File: config.mk
export PLATFORM = sky130hd
export DESIGN_NAME = pixel_write_packer
export DESIGN_NICKNAME = d
export VERILOG_FILES = /design/src/rtl/pixel_write_packer.sv
export SDC_FILE = /design/constraint.sdc
export NUM_CORES = 1
export LEC_CHECK = 0
export CORE_ASPECT_RATIO = 1.75
export CORE_MARGIN = 4
export CORE_UTILIZATION = 68
export DETAILED_ROUTE_END_ITERATION = 8
export DONT_BUFFER_PORTS = 1
export GPL_ROUTABILITY_DRIVEN = 0
export PLACE_DENSITY_LB_ADDON = 0.2
export SYNTH_ARGS = -nofsm -noshare
export SYNTH_HDL_FRONTEND = slang
export SYNTH_SLANG_ARGS = --single-unit
File: constraint.sdc
create_clock -name clock -period 4.5 [get_ports clock]
set_clock_uncertainty 0.05 [all_clocks]
set_input_delay 1.35 -clock clock [delete_from_list [all_inputs] [get_ports clock]]
set_output_delay 1.35 -clock clock [all_outputs]
set_load 0.05 [all_outputs]
File: src/rtl/pixel_write_packer.sv
// Packs an 8-bit pixel stream into masked 32-bit SRAM write words with
// sequential word addresses, one-word output register and ready/valid on both sides.
module pixel_write_packer #(
  parameter logic [17:0] MAX_ADDR = 18'h3FFFF
) (
  input  logic        clock,
  input  logic        reset,
  input  logic        start,
  input  logic [17:0] base_addr,
  input  logic        pix_valid,
  output logic        pix_ready,
  input  logic [7:0]  pix_data,
  input  logic        pix_last,
  output logic        wr_valid,
  input  logic        wr_ready,
  output logic [53:0] wr_din,
  output logic        busy,
  output logic [17:0] words_written
);

  logic [17:0]      addr_r;
  logic [1:0]       count_r;
  logic [2:0][7:0]  pend_r;
  logic [53:0]      out_r;
  logic             wr_valid_r;
  logic [17:0]      words_r;

  logic             pix_fire_s;
  logic             wr_fire_s;
  logic             complete_s;
  logic             load_s;
  logic [17:0]      addr_next_s;
  logic [31:0]      word_data_s;

  // Byte-enable for a word whose highest valid lane is last_lane.
  function automatic logic [3:0] lane_mask(input logic [1:0] last_lane);
    logic [3:0] m;
    case (last_lane)
      2'd0:    m = 4'b0001;
      2'd1:    m = 4'b0011;
      2'd2:    m = 4'b0111;
      2'd3:    m = 4'b1111;
      default: m = 4'b1111;
    endcase
    return m;
  endfunction

  assign pix_ready   = ~start & (~wr_valid_r | wr_ready);
  assign pix_fire_s  = pix_valid & pix_ready;
  assign wr_fire_s   = wr_valid_r & wr_ready;
  assign complete_s  = (count_r == 2'd3) | pix_last;
  assign load_s      = pix_fire_s & complete_s;
  assign addr_next_s = (addr_r == MAX_ADDR) ? 18'h00000 : addr_r + 18'd1;

  // Word assembly: pending lanes, the incoming pixel at lane count, zeros above.
  always_comb begin
    word_data_s = 32'h0000_0000;
    for (int i = 0; i < 3; i++) begin
      if (2'(i) < count_r) begin
        word_data_s[8*i +: 8] = pend_r[i];
      end else if (2'(i) == count_r) begin
        word_data_s[8*i +: 8] = pix_data;
      end else begin
        word_data_s[8*i +: 8] = 8'h00;
      end
    end
    if (count_r == 2'd3) begin
      word_data_s[31:24] = pix_data;
    end else begin
      word_data_s[31:24] = 8'h00;
    end
  end

  // Packing register, address counter and handshake counter.
  always_ff @(posedge clock or negedge reset) begin
    if (!reset) begin
      addr_r  <= 18'h00000;
      count_r <= 2'd0;
      pend_r  <= '0;
      words_r <= 18'h00000;
    end else if (start) begin
      addr_r  <= base_addr;
      count_r <= 2'd0;
      words_r <= 18'h00000;
    end else begin
      if (wr_fire_s) begin
        words_r <= words_r + 18'd1;
      end
      if (pix_fire_s) begin
        if (complete_s) begin
          count_r <= 2'd0;
          addr_r  <= addr_next_s;
        end else begin
          count_r <= count_r + 2'd1;
          case (count_r)
            2'd0:    pend_r[0] <= pix_data;
            2'd1:    pend_r[1] <= pix_data;
            2'd2:    pend_r[2] <= pix_data;
            default: pend_r    <= pend_r;
          endcase
        end
      end
    end
  end

  // Output word register; a load on a draining edge keeps wr_valid high (no bubble).
  always_ff @(posedge clock or negedge reset) begin
    if (!reset) begin
      out_r      <= 54'h0;
      wr_valid_r <= 1'b0;
    end else if (load_s) begin
      out_r      <= {lane_mask(count_r), addr_r, word_data_s};
      wr_valid_r <= 1'b1;
    end else if (wr_fire_s) begin
      wr_valid_r <= 1'b0;
    end else begin
      wr_valid_r <= wr_valid_r;
    end
  end

  assign wr_valid      = wr_valid_r;
  assign wr_din        = out_r;
  assign words_written = words_r;
  assign busy          = (count_r != 2'd0) | wr_valid_r;

endmodule

# After elaboration in Yosys (flattened, before gate mapping)
# Index checks and enable logic that the tools add are counted.
[word_totals]
input_bits = 32
output_inout_bits = 75
register_bits = 117
[op_classes]
order_cmp = 3
n_reduce_logical = 10
mux = 19
eq_ne = 6
addsub = 3
bitwise_logic = 10
[ops]
columns = ["op", "n"]
rows = [
  ["18-bit 2-to-1 mux", 6],
  ["8-bit 2-to-1 mux", 7],
  ["18-bit by 1-bit adder with 18-bit output (second input constant)", 2],
  ["18-bit == test (second input constant)", 1],
  ["4-bit case mux with 4 select lines", 1],
  ["4-bit AND reduction", 3],
  ["2-bit nonzero test", 5],
  ["2-bit 2-to-1 mux", 3],
  ["1-bit bitwise AND", 4],
  ["2-bit == test (second input constant)", 2],
  ["1-bit by 2-bit less-than comparator with 1-bit output (first input constant)", 2],
  ["1-bit NOT", 3],
  ["1-bit bitwise OR", 3],
  ["2-bit by 1-bit adder with 2-bit output (second input constant)", 1],
  ["1-bit by 2-bit == test with 1-bit output (first input constant)", 1],
  ["2-bit by 1-bit == test with 1-bit output (second input constant)", 1],
  ["2-bit == test (first input constant)", 1],
  ["2-bit logical NOT", 1],
  ["2-bit less-than comparator (first input constant)", 1],
  ["1-bit 2-to-1 mux", 2],
  ["2-bit AND reduction", 1],
]

# Logic depth before layout (Yosys ltp)
[logic_depth]
depth_word = 6
mapped_depth = 7

# Worst setup path before layout
# Ideal clock, no wire load.
[synth_timing]
path_type = "in2out"
from = "input port start"
to = "output port pix_ready"
n_path_buf = 2
path_slack_ns = 0.672
arrival_time_ns = 2.428
stages = 3
required_ns = 3.100
path_cell_list = "clkbuf_1 -> clkbuf_1 -> nor2b_1"
[synth_via]
elab_chain_len = 2
[synth_rtl]
columns = ["element", "line", "source"]
rows = [
  ["start, declared", "8", "input logic start,"],
  ["1-bit NOT (no line)", "n/a", ""],
  ["1-bit bitwise AND", "48", "assign pix_ready = ~start & (~wr_valid_r | wr_ready);"],
  ["end, declared", "11", "output logic pix_ready,"],
]
# No other way between the ends.

# Final worst setup path
[layout_timing]
from = "register count_r[1]"
to = "output port busy"
[layout_via]
elab_chain_len = 2
[layout_rtl]
columns = ["element", "line", "source"]
rows = [
  ["start, declared", "22", "logic [1:0] count_r;"],
  ["start signal, assigned", "94", "count_r <= count_r + 2'd1;"],
  ["2-bit nonzero test", "124", "assign busy = (count_r != 2'd0) | wr_valid_r;"],
  ["1-bit bitwise OR", "124", ""],
  ["end, declared", "17", "output logic busy,"],
]
# No other way between the ends.

==> run_results.csv <==
group,metric,value,unit
grt,grt_pass1_wl,19.84,mm
timing,hold_violations,0,
detailed_routing,ant_nets,0,
grt,grt_max_degree,118,
critical_path,cp_data_arrival_time,2380,ps
placed_design,port_buffers,0,
status,status,"finished, final reports clean",
power_and_ir_drop,ir_drop,0.3660,mV
timing,setup_tns,0,ps
grt,overflow,0,
logic_synthesis,syn_inst,530,
die,dieHeight,125.0,um
power_and_ir_drop,p_int,2262,uW
min_path,worstHoldPathCells,1,
cts,cts_buffers,17,
logic_synthesis,yosys_most_used_dff,"dfrtp_1",
cells_and_area,final_cells,628,
logic_synthesis,yosysSeqAreaShare,55.05,%
die,die-area,9357,um2
timing,fin_ws,715.2,ps
grt,grt_usage,27.68,%
placed_design,dp_slack,1138,ps
cts,cts_tree,"built",
detailed_routing,drtIter0Drc,343,
critical_path,slowest_delay,560,ps
detailed_routing,wl_per_cell,19.90,um
power_and_ir_drop,clockPowerShare,48.4,%
cts,path_clk_slew,50,ps
cts,postCtsResizedCells,0,
timing,finalCritPeriodShare,84.11,%
critical_path,rr_worst_depth,5,
flow_run,maxCapViolCount,0,
cells_and_area,areaGrowthSynthToFinish,12.96,%
logic_synthesis,syn_nets,569,
power_and_ir_drop,p_seq_share,46.2,%
detailed_routing,drt_pass1_iterations,4,
logic_synthesis,yosys_warnings,0,
min_path,holdPathEnd,"pend_r[0]$_DFFE_PN0P_",
logic_synthesis,synthTopCellsByCount,"dfrtp_1 (117), nand2_1 (115), o21ai_0 (41), nor2_1 (32), a21oi_1 (28)",
power_and_ir_drop,pwr-share-comb,5.4,%
critical_path,r2r_start,"count_r[1]$_DFFE_PN0P_",
min_path,min_path_type,"reg -> reg",
logic_synthesis,yosys.area.top_type,"dfrtp_1",
cells_and_area,final_layout_size_suffix_gt1_share,12.62,%
cts,cts_buffer_depth,2,
critical_path,critPathLaunchType,"flip-flop",
power_and_ir_drop,power.density,511.2,nW/um2
power_and_ir_drop,power_switching,809.9,uW
timing,relSlewSlack,45.65,%
timing,tightestPinTransition,815.2,ps
power_and_ir_drop,p_sw_share,26.37,%
power_and_ir_drop,leakagePower,0.002822,uW
logic_synthesis,synth_cell_type_count,45,
timing,holdWs,452.2,ps
detailed_routing,wl,12.50,mm
die,die_w,74.86,um
placed_design,dp_hpwl,8.339,mm
placed_design,dp_cells,596,
cts,cts_sinks,117,
die,initial_utilization,69.80,%
logic_synthesis,synth_seq_cells,117,
detailed_routing,drc,0,
timing,post-route-min-period,3785,ps
critical_path,cp-end-kind,"output port",
cts,clock_latency,410,ps
die,fp.coreArea,7620,um2
cts,postCtsHoldBufs,0,
logic_synthesis,synth_top_cell_area_share,55.05,%
power_and_ir_drop,power.total,3072,uW
cts,post-cts-setup-buffer-count,0,
critical_path,cp.required,3100,ps
critical_path,crit_fanout,12,
critical_path,crit_type,"reg -> out",
timing,timing.fmax,264.2,MHz
timing,rsz0062_at_grt,"false",
critical_path,regToRegEndpoint,"wr_din[20]$_DFFE_PN0P_",
logic_synthesis,postSynthAreaPerCell,10.04,um2
die,io_pins,107,
cts,h-tree-depth,4,
min_path,min-delay-start,"pend_r[0]$_DFFE_PN0P_",
critical_path,path_cells,"clkinv_1 -> ha_1 -> nand2b_1",
grt,antenna_found_initial,1,
critical_path,rrSetupSlack,1530,ps
cells_and_area,final_nets,566,
timing,setup_viol,0,
logic_synthesis,synthMostInstantiatedCell,"dfrtp_1",
cts,clockRootBuffer,"clkbuf_16",
logic_synthesis,yosys-top-cells-area,"dfrtp_1 (55%), nand2_1 (8.1%), mux2_2 (5.3%)",
logic_synthesis,ys_async_sr_fraction,100.0,%
grt,grt_pass1_vias,3970,
timing,report.final.slew_viol_count,0,
die,num_rows,42,
detailed_routing,viasPerCell,6.288,
critical_path,cp_slowest_cell,"dfrtp_1",
logic_synthesis,synth_edf_count,0,
detailed_routing,num_vias,3949,
logic_synthesis,synth_area,5319,um2
cell families (layout without fill, tap and decap cells):
family	Yosys count	in the layout	share of synthesized area, %
AO/OA/AOI/OAI	99	99	11.39
AND/OR/NAND/NOR	216	216	18.73
XOR/XNOR	23	23	3.787
flip-flops	117	117	55.05
other	0	1	0
adder cells (fa/ha/maj)	7	7	1.647
multiplexers	33	33	6.798
buffers and inverters	35	44	2.611
final cells by class:
class / instances / area (um2)
diodes: 1 / 2.502
flip-flops and latches: 117 / 2928
inverters: 10 / 37.54
multi-input cells: 378 / 2252
fillers: 484 / 1612
clock buffers: 21 / 480.5
repair buffers: 3 / 22.52
clock inverters: 10 / 175.2
well taps: 88 / 110.1
metal layers:
metal / routed length [um] / track usage, % / vias to the layer above
met2: 6703 / 45.63 / 143
met4: 399 / 12.58 / 0
li1: - / - / 1820
met3: 873 / 9.157 / 36
met1: 4520 / 31.64 / 1950
met5: 0 / 0 / -
power by group through the flow:
stage	combinational (uW)	sequential, uW	clock (uW)
6_report	165	1420	1490
5_1_grt	187	1430	1540
4_1_cts	167	1420	1490
3_5_place_dp	164	1440	0
3_3_place_gp	154	1430	0
2_1_floorplan	145	1410	0
placed cells by master, fill, tap and decap left out, types with 3 or more instances in the layout:
master / n
and2_1: 3
xnor2_1: 13
nor2b_1: 3
ha_1: 7
xor2_1: 10
nor3_1: 5
a21oi_1: 28
mux2_2: 25
and4_1: 3
o21ai_0: 41
a22o_1: 8
nand3_1: 13
a32oi_1: 3
nand2b_1: 5
a31oi_1: 3
o31ai_1: 3
mux2i_1: 8
clkbuf_16: 17
inv_1: 9
clkinv_2: 5
nand2_1: 115
bufinv_16: 5
buf_4: 3
and3_1: 14
dfrtp_1: 117
nand4_1: 9
nor4_1: 5
nor2_1: 32
clkbuf_8: 4
stage by stage:
stage	util (%)	cell area (um2)
after global routing	78.85	6008
final	78.85	6008
after global placement	70.21	5350
after floorplan	-	5319
after CTS	78.82	6006
after detailed placement	70.21	5350
how the worst max path moves through the flow:
stage	start	to	slack, ps	cells past startpoint
2_1_floorplan	start	pix_ready	670	3
3_3_place_gp	wr_ready	pix_ready	1140	3
3_5_place_dp	wr_ready	pix_ready	1140	3
4_1_cts	count_r[1]$_DFFE_PN0P_	busy	730	3
5_1_grt	count_r[1]$_DFFE_PN0P_	busy	560	3
6_report	count_r[1]$_DFFE_PN0P_	busy	720	3
worst max-delay path: cells and delay by family, from the launching register on:
family        cells  cell delay (ps)
buf+inv           1              370
fa+ha+maj         1              520
simple gates      1              520
flops             1              560
registers in the layout (all words and copies together), names as in the netlist:
register and count:
pend_r 24, addr_r 18, count_r 2, wr_din 54, wr_valid 1, words_written 18
Note: power is estimated with default switching activity, not from simulation.
